--- src/rtl/bram_rd_pkg.sv ---
`timescale 1ns/1ps
// Shared types and sizing for the BRAM burst reader and its skid FIFO.
package bram_rd_pkg;

  typedef enum logic [1:0] {
    ST_IDLE  = 2'd0,
    ST_READ  = 2'd1,
    ST_DRAIN = 2'd2
  } rd_state_t;

  localparam int SKID_DEPTH = 2;
  localparam int SKID_CW    = $clog2(SKID_DEPTH + 1);

endpackage

--- src/rtl/bram_burst_reader_if.sv ---
`timescale 1ns/1ps
// Output word stream of the burst reader.
// A word transfers on a clock edge where po_tvalid & pi_tready; while
// po_tvalid is high and pi_tready low, po_tdata/po_tlast stay unchanged.
interface bram_burst_reader_if #(
  parameter int WDATA = 32
) ();
  logic [WDATA-1:0] po_tdata;
  logic             po_tvalid;
  logic             po_tlast;
  logic             pi_tready;

  modport master (output po_tdata, output po_tvalid, output po_tlast, input pi_tready);
  modport slave  (input po_tdata, input po_tvalid, input po_tlast, output pi_tready);
endinterface

--- src/rtl/bram_rd_skid.sv ---
`timescale 1ns/1ps
// Two-entry FIFO that catches BRAM read data; the head entry is held in
// registers that drive the stream directly.
module bram_rd_skid
  import bram_rd_pkg::*;
#(
  parameter int WDATA = 32
) (
  input  logic               clk,
  input  logic               rst_n,
  input  logic               flush,
  input  logic               push,
  input  logic [WDATA-1:0]   push_data,
  input  logic               push_last,
  input  logic               pop,
  output logic [SKID_CW-1:0] count,
  output logic [WDATA-1:0]   out_data,
  output logic               out_last,
  output logic               out_valid
);

  localparam logic [SKID_CW-1:0] CNT_ONE = SKID_CW'(1);

  logic [WDATA-1:0] d1;
  logic             l1;

  assign out_valid = (count != '0);

  // Head entry only changes on pop or when a push lands in an empty FIFO.
  always_ff @(posedge clk or negedge rst_n) begin
    if (!rst_n) begin
      count    <= '0;
      out_data <= '0;
      out_last <= 1'b0;
      d1       <= '0;
      l1       <= 1'b0;
    end else if (flush) begin
      count <= '0;
    end else begin
      case ({push, pop})
        2'b10: begin
          if (count == '0) begin
            out_data <= push_data;
            out_last <= push_last;
          end else begin
            d1 <= push_data;
            l1 <= push_last;
          end
          count <= count + CNT_ONE;
        end
        2'b01: begin
          out_data <= d1;
          out_last <= l1;
          count    <= count - CNT_ONE;
        end
        2'b11: begin
          if (count == CNT_ONE) begin
            out_data <= push_data;
            out_last <= push_last;
          end else begin
            out_data <= d1;
            out_last <= l1;
            d1       <= push_data;
            l1       <= push_last;
          end
        end
        default: ;
      endcase
    end
  end

endmodule

--- src/rtl/bram_burst_reader.sv ---
`timescale 1ns/1ps
// Reads a burst of consecutive BRAM words and streams them over valid/ready,
// hiding the one-cycle BRAM read latency behind a two-entry skid FIFO.
module bram_burst_reader
  import bram_rd_pkg::*;
#(
  parameter int WADDR = 10,
  parameter int WDATA = 32
) (
  input  logic                  pi_clk,
  input  logic                  pi_rst_n,
  input  logic                  pi_start,
  input  logic [WADDR-1:0]      pi_base_addr,
  input  logic [WADDR:0]        pi_len,
  input  logic                  pi_abort,
  output logic                  po_busy,
  output logic                  po_done,
  output logic                  po_bram_en,
  output logic [WADDR-1:0]      po_bram_addr,
  input  logic [WDATA-1:0]      pi_bram_do,
  bram_burst_reader_if.master   axis,
  output rd_state_t             po_dbg_state
);

  localparam logic [WADDR:0]   LEN_ONE  = (WADDR+1)'(1);
  localparam logic [WADDR-1:0] ADDR_ONE = WADDR'(1);

  rd_state_t            state_q, state_d;
  logic [WADDR-1:0]     addr_q;
  logic [WADDR:0]       remaining_q;
  logic                 inflight_q;
  logic                 inflight_last_q;
  logic                 done_q, done_d;
  logic                 flush;
  logic                 pop;
  logic                 abort_now;
  logic                 issue_ok;
  logic [2:0]           occ;
  logic [SKID_CW-1:0]   skid_count;
  logic [WDATA-1:0]     skid_data;
  logic                 skid_last;
  logic                 skid_valid;

  assign pop       = skid_valid & axis.pi_tready;
  assign abort_now = pi_abort & (state_q != ST_IDLE);
  assign occ       = {1'b0, skid_count} + {2'b00, inflight_q};
  // Issue only if the word will have a FIFO slot once it lands.
  assign issue_ok  = (occ < 3'd2) || ((occ == 3'd2) && pop);

  always_comb begin
    state_d    = state_q;
    done_d     = 1'b0;
    flush      = 1'b0;
    po_bram_en = 1'b0;
    case (state_q)
      ST_IDLE: begin
        if (pi_start) begin
          if (pi_len != '0) state_d = ST_READ;
          else              done_d  = 1'b1;
        end
      end
      ST_READ: begin
        po_bram_en = issue_ok;
        if (pi_abort) begin
          state_d = ST_IDLE;
          flush   = 1'b1;
        end else if (issue_ok && (remaining_q == LEN_ONE)) begin
          state_d = ST_DRAIN;
        end
      end
      ST_DRAIN: begin
        if (pi_abort) begin
          state_d = ST_IDLE;
          flush   = 1'b1;
        end else if (pop && skid_last) begin
          state_d = ST_IDLE;
          done_d  = 1'b1;
        end
      end
      default: state_d = ST_IDLE;
    endcase
  end

  always_ff @(posedge pi_clk or negedge pi_rst_n) begin
    if (!pi_rst_n) begin
      state_q         <= ST_IDLE;
      done_q          <= 1'b0;
      addr_q          <= '0;
      remaining_q     <= '0;
      inflight_q      <= 1'b0;
      inflight_last_q <= 1'b0;
    end else begin
      state_q <= state_d;
      done_q  <= done_d;
      if ((state_q == ST_IDLE) && pi_start && (pi_len != '0)) begin
        addr_q      <= pi_base_addr;
        remaining_q <= pi_len;
        inflight_q  <= 1'b0;
      end else if (abort_now) begin
        inflight_q <= 1'b0;
      end else begin
        if (po_bram_en) begin
          addr_q          <= addr_q + ADDR_ONE;
          remaining_q     <= remaining_q - LEN_ONE;
          inflight_last_q <= (remaining_q == LEN_ONE);
        end
        inflight_q <= po_bram_en;
      end
    end
  end

  bram_rd_skid #(.WDATA(WDATA)) u_skid (
    .clk       (pi_clk),
    .rst_n     (pi_rst_n),
    .flush     (flush),
    .push      (inflight_q),
    .push_data (pi_bram_do),
    .push_last (inflight_last_q),
    .pop       (pop),
    .count     (skid_count),
    .out_data  (skid_data),
    .out_last  (skid_last),
    .out_valid (skid_valid)
  );

  assign po_busy        = (state_q != ST_IDLE);
  assign po_done        = done_q;
  assign po_bram_addr   = addr_q;
  assign po_dbg_state   = state_q;
  assign axis.po_tdata  = skid_data;
  assign axis.po_tvalid = skid_valid;
  assign axis.po_tlast  = skid_valid & skid_last;

endmodule

--- src/flat_wrapper.sv ---
// flat-port wrapper written by rule: the top's interface ports become plain ports
module bram_burst_reader_flat import bram_rd_pkg::*;
#(
  parameter int WADDR = 10,
  parameter int WDATA = 32
)
  (pi_clk, pi_rst_n, pi_start, pi_base_addr, pi_len, pi_abort, po_busy, po_done, po_bram_en, po_bram_addr, pi_bram_do, po_dbg_state, axis_po_tdata, axis_po_tvalid, axis_po_tlast, axis_pi_tready);
  bram_burst_reader_if #(.WDATA(WDATA)) axis_i ();
  input  logic pi_clk;
  input  logic pi_rst_n;
  input  logic pi_start;
  input  logic [WADDR-1:0] pi_base_addr;
  input  logic [WADDR:0] pi_len;
  input  logic pi_abort;
  output logic po_busy;
  output logic po_done;
  output logic po_bram_en;
  output logic [WADDR-1:0] po_bram_addr;
  input  logic [WDATA-1:0] pi_bram_do;
  output rd_state_t po_dbg_state;
  output wire logic [$bits(axis_i.po_tdata)-1:0] axis_po_tdata;
  output wire logic [$bits(axis_i.po_tvalid)-1:0] axis_po_tvalid;
  output wire logic [$bits(axis_i.po_tlast)-1:0] axis_po_tlast;
  input wire logic [$bits(axis_i.pi_tready)-1:0] axis_pi_tready;
  assign axis_po_tdata = axis_i.po_tdata;
  assign axis_po_tvalid = axis_i.po_tvalid;
  assign axis_po_tlast = axis_i.po_tlast;
  assign axis_i.pi_tready = axis_pi_tready;
  bram_burst_reader #(.WADDR(WADDR), .WDATA(WDATA)) u_core (.pi_clk(pi_clk), .pi_rst_n(pi_rst_n), .pi_start(pi_start), .pi_base_addr(pi_base_addr), .pi_len(pi_len), .pi_abort(pi_abort), .po_busy(po_busy), .po_done(po_done), .po_bram_en(po_bram_en), .po_bram_addr(po_bram_addr), .pi_bram_do(pi_bram_do), .axis(axis_i), .po_dbg_state(po_dbg_state));
endmodule
--- config.mk ---
export PLATFORM = sky130hd
export DESIGN_NAME = bram_burst_reader_flat
export DESIGN_NICKNAME = d
export VERILOG_FILES = /design/src/rtl/bram_rd_pkg.sv /design/src/rtl/bram_burst_reader_if.sv /design/src/rtl/bram_rd_skid.sv /design/src/rtl/bram_burst_reader.sv /design/src/flat_wrapper.sv
export SDC_FILE = /design/constraint.sdc
export NUM_CORES = 1
export LEC_CHECK = 0
export CAP_MARGIN = 5
export CORE_MARGIN = 2
export CORE_UTILIZATION = 40
export DETAILED_ROUTE_END_ITERATION = 10
export PLACE_DENSITY = 0.72
export REMOVE_ABC_BUFFERS = 1
export SETUP_SLACK_MARGIN = 0.3
export SKIP_LAST_GASP = 1
export SLEW_MARGIN = 20
export SYNTH_ARGS = -nofsm -noshare
export SYNTH_HDL_FRONTEND = slang
export SYNTH_SLANG_ARGS = --single-unit
export TNS_END_PERCENT = 10
--- constraint.sdc ---
create_clock -name pi_clk -period 2.8 [get_ports pi_clk]
set_input_delay 0.28 -clock pi_clk [delete_from_list [all_inputs] [get_ports pi_clk]]
set_output_delay 0.28 -clock pi_clk [all_outputs]
set_load 0.01 [all_outputs]
==> metrics <==
status completed; die height 112 um; Post-synth EDFFs 0; Avg Cell Area, Syn 10.5 um^2; first-pass GRT wire length 19.5 mm; Synth cell types 50; number of global-route vias before repair 3894; num ports 107; RSZ-0062 raised after global routing yes; CP arrival 2.61 ns; Remaining DRCs 0; Synth Instances 446; fraction of layout cells with a size suffix above 1 0.146; PortBufs 106; Synth Cell Area 0.00467 mm^2; Hold Crit Class input pin to async pin; clk buf depth 2; total power draw 7.46 mW; clock slew at reported path FFs 0.07 ns; WP data required 3.06 ns; GPL Wtd Cong 0.836; Pre-antenna DRT Iters 5; max-slew violations 0; final std cells w/o fill 699; post-synthesis async set-or-reset flop share 1.00; antenna-violating nets left 0; Die ar. 0.0126 mm^2; CTS tree done; FF-to-FF Start u_core.po_dbg_state[0]$_DFFE_PN0P_; maxcap violations 0; peak supply drop 0.000507 V; PwrDens 1180 mW/mm^2; H-tree levels 3; routed len/inst 16.9 um; Setup Skew 0.00712 ns; Cells after DPL 680; total congestion overflow 0; # rows 39; Setup-failing EPs final 0; DP Wirelength 8.34 mm; Routed WL 11.8 mm; DR iter-0 viols 209; chip width 112 um; Clk Latency, worst-skew pair 0.34 ns; Seq cells post-synth 94; Layout fillers 992; CP startpoint kind flip-flop; fmax 424 MHz; final layout net count 624; P_leak 2.60 nW; Num CTS Buffers 9; Worst Tran Pin Value 0.753 ns; min Tclk post-route 2.36 ns; Main synth FF type dfrtp_1; Multi-input gate area 0.00217 mm^2; CP startpoint u_core.po_dbg_state[0]$_DFFE_PN0P_; Sinks on Clock Net 94; Tcrit/Tclk final 0.841; overall routing resource usage 0.189; synth warn 0; DR vias 4045; synthesis-to-finish area growth 35.1%; final-report hold violation count 0; initial antenna violation count 0; endpoint class of the critical path flip-flop; Core Box Area 0.0114 mm^2; drt via density 5.79; worst-path maximum fanout 22; register area share after synthesis 0.504; Diodes inserted 0; most common library cell in the layout ignoring fill and taps clkdlybuf4s50_1; critical path type flip-flop to flip-flop; CTS Root Cell clkbuf_16; Reg area 0.00235 mm^2; largest net degree at the start of global routing 51; most frequent cells in the layout 104 x clkdlybuf4s50_1, 94 x dfrtp_1, 56 x nor2_1, 41 x a21oi_1; slew margin rel. 0.497; Initial Utilization 0.409
timing repair:
item | 4_1_cts | 5_1_grt
endpoints found under the hold margin | 12 | 0
setup endpoints to repair | 38 | 70
resized for setup | 2 | 4
hold buffers | 1 | 0
setup buffers | 2 | 0
cell usage after synthesis (5+ instances only):
| master | instances | share of area |
|---|---|---|
| clkbuf_1 | 18 | 0.014 |
| nand4_1 | 7 | 0.0094 |
| o41ai_1 | 5 | 0.0094 |
| nor2_1 | 56 | 0.045 |
| nor3_1 | 5 | 0.0054 |
| o31ai_1 | 11 | 0.018 |
| a22oi_1 | 33 | 0.053 |
| mux2_2 | 33 | 0.080 |
| a21oi_1 | 41 | 0.044 |
| a31oi_1 | 21 | 0.028 |
| ha_1 | 15 | 0.040 |
| nand3_1 | 8 | 0.0086 |
| nand2_1 | 11 | 0.0088 |
| or4_1 | 9 | 0.014 |
| dfrtp_1 | 94 | 0.50 |
| inv_1 | 19 | 0.015 |
through the flow:
stage,area (um^2),util,hold WS [ns],TNS [ns],setup slack [ns]
final,6310,0.552,0.507,0,0.444
after global routing,6310,0.552,0.527,0,0.270
after CTS,6290,0.551,0.508,0,0.197
after detailed placement,5950,0.521,0.355,0,0.184
after global placement,5950,0.521,0.351,0,0.293
after floorplan,4530,-,-0.0156,-111.19,-2.60
sequential cells by signal, indices dropped and copies added (netlist names), 2 cells and up:
register and flops:
u_core.po_bram_addr 10, u_core.po_dbg_state 2, u_core.remaining_q 11, u_core.u_skid.count 2, u_core.u_skid.d1 32, u_core.u_skid.out_data 32
power by group:
| part | internal [mW] | switching [mW] |
|---|---|---|
| Clock | 0.703 | 0.540 |
| Combinational | 1.83 | 1.86 |
| Sequential | 2.04 | 0.489 |
kinds of logic (layout without fill, tap and decap cells):
family / count (synthesis) / in the layout / share of synthesized area
compound gates: 135 / 135 / 0.194
xor+xnor: 2 / 2 / 0.00375
fa+ha+maj: 15 / 15 / 0.0402
buf+inv: 48 / 158 / 0.0448
flops: 94 / 94 / 0.504
mux: 34 / 34 / 0.0820
simple gates: 118 / 118 / 0.131
layout make-up:
type,instances,area share
Tap cell,143,0.0284
Timing Repair Buffer,123,0.195
Clock buffer,9,0.0357
Inverter,19,0.0113
Clock inverter,7,0.0125
Sequential cell,94,0.373
Multi-Input combinational cell,304,0.345
worst max-delay path, stage by stage, from the launching register on:
cell      delay [ns]
dfrtp_1         0.40
inv_1           0.13
ha_1            0.28
nand2b_2        0.19
nand2_1         0.44
or4_1           0.64
a31oi_1         0.19
path summary, 6_finish.rpt:
| path | end | slack [ns] | cells after the start |
|---|---|---|---|
| min reg2reg | u_core.u_skid.d1[30]$_DFFE_PN0P_ | 0.51 | 1 |
| min | u_core.u_skid.out_data[18]$_DFFE_PN0P_ | 0.51 | 2 |
| min in group pi_clk | u_core.u_skid.d1[30]$_DFFE_PN0P_ | 0.51 | 1 |
| max in group asynchronous | u_core.u_skid.d1[23]$_DFFE_PN0P_ | 1.49 | 3 |
| max reg2reg | u_core.po_bram_addr[4]$_DFFE_PN0P_ | 0.44 | 6 |
| max | u_core.po_bram_addr[4]$_DFFE_PN0P_ | 0.44 | 6 |
per-layer routing:
metal  vias to the layer above  share of wire  GRT usage
li1                       1872              -          -
met1                      2000           0.44      0.263
met2                       161           0.47      0.301
met3                        12          0.083     0.0491
met4                         0         0.0089     0.0407
met5                         -              0          0
No activity file was read; power rests on OpenSTA's default activity.
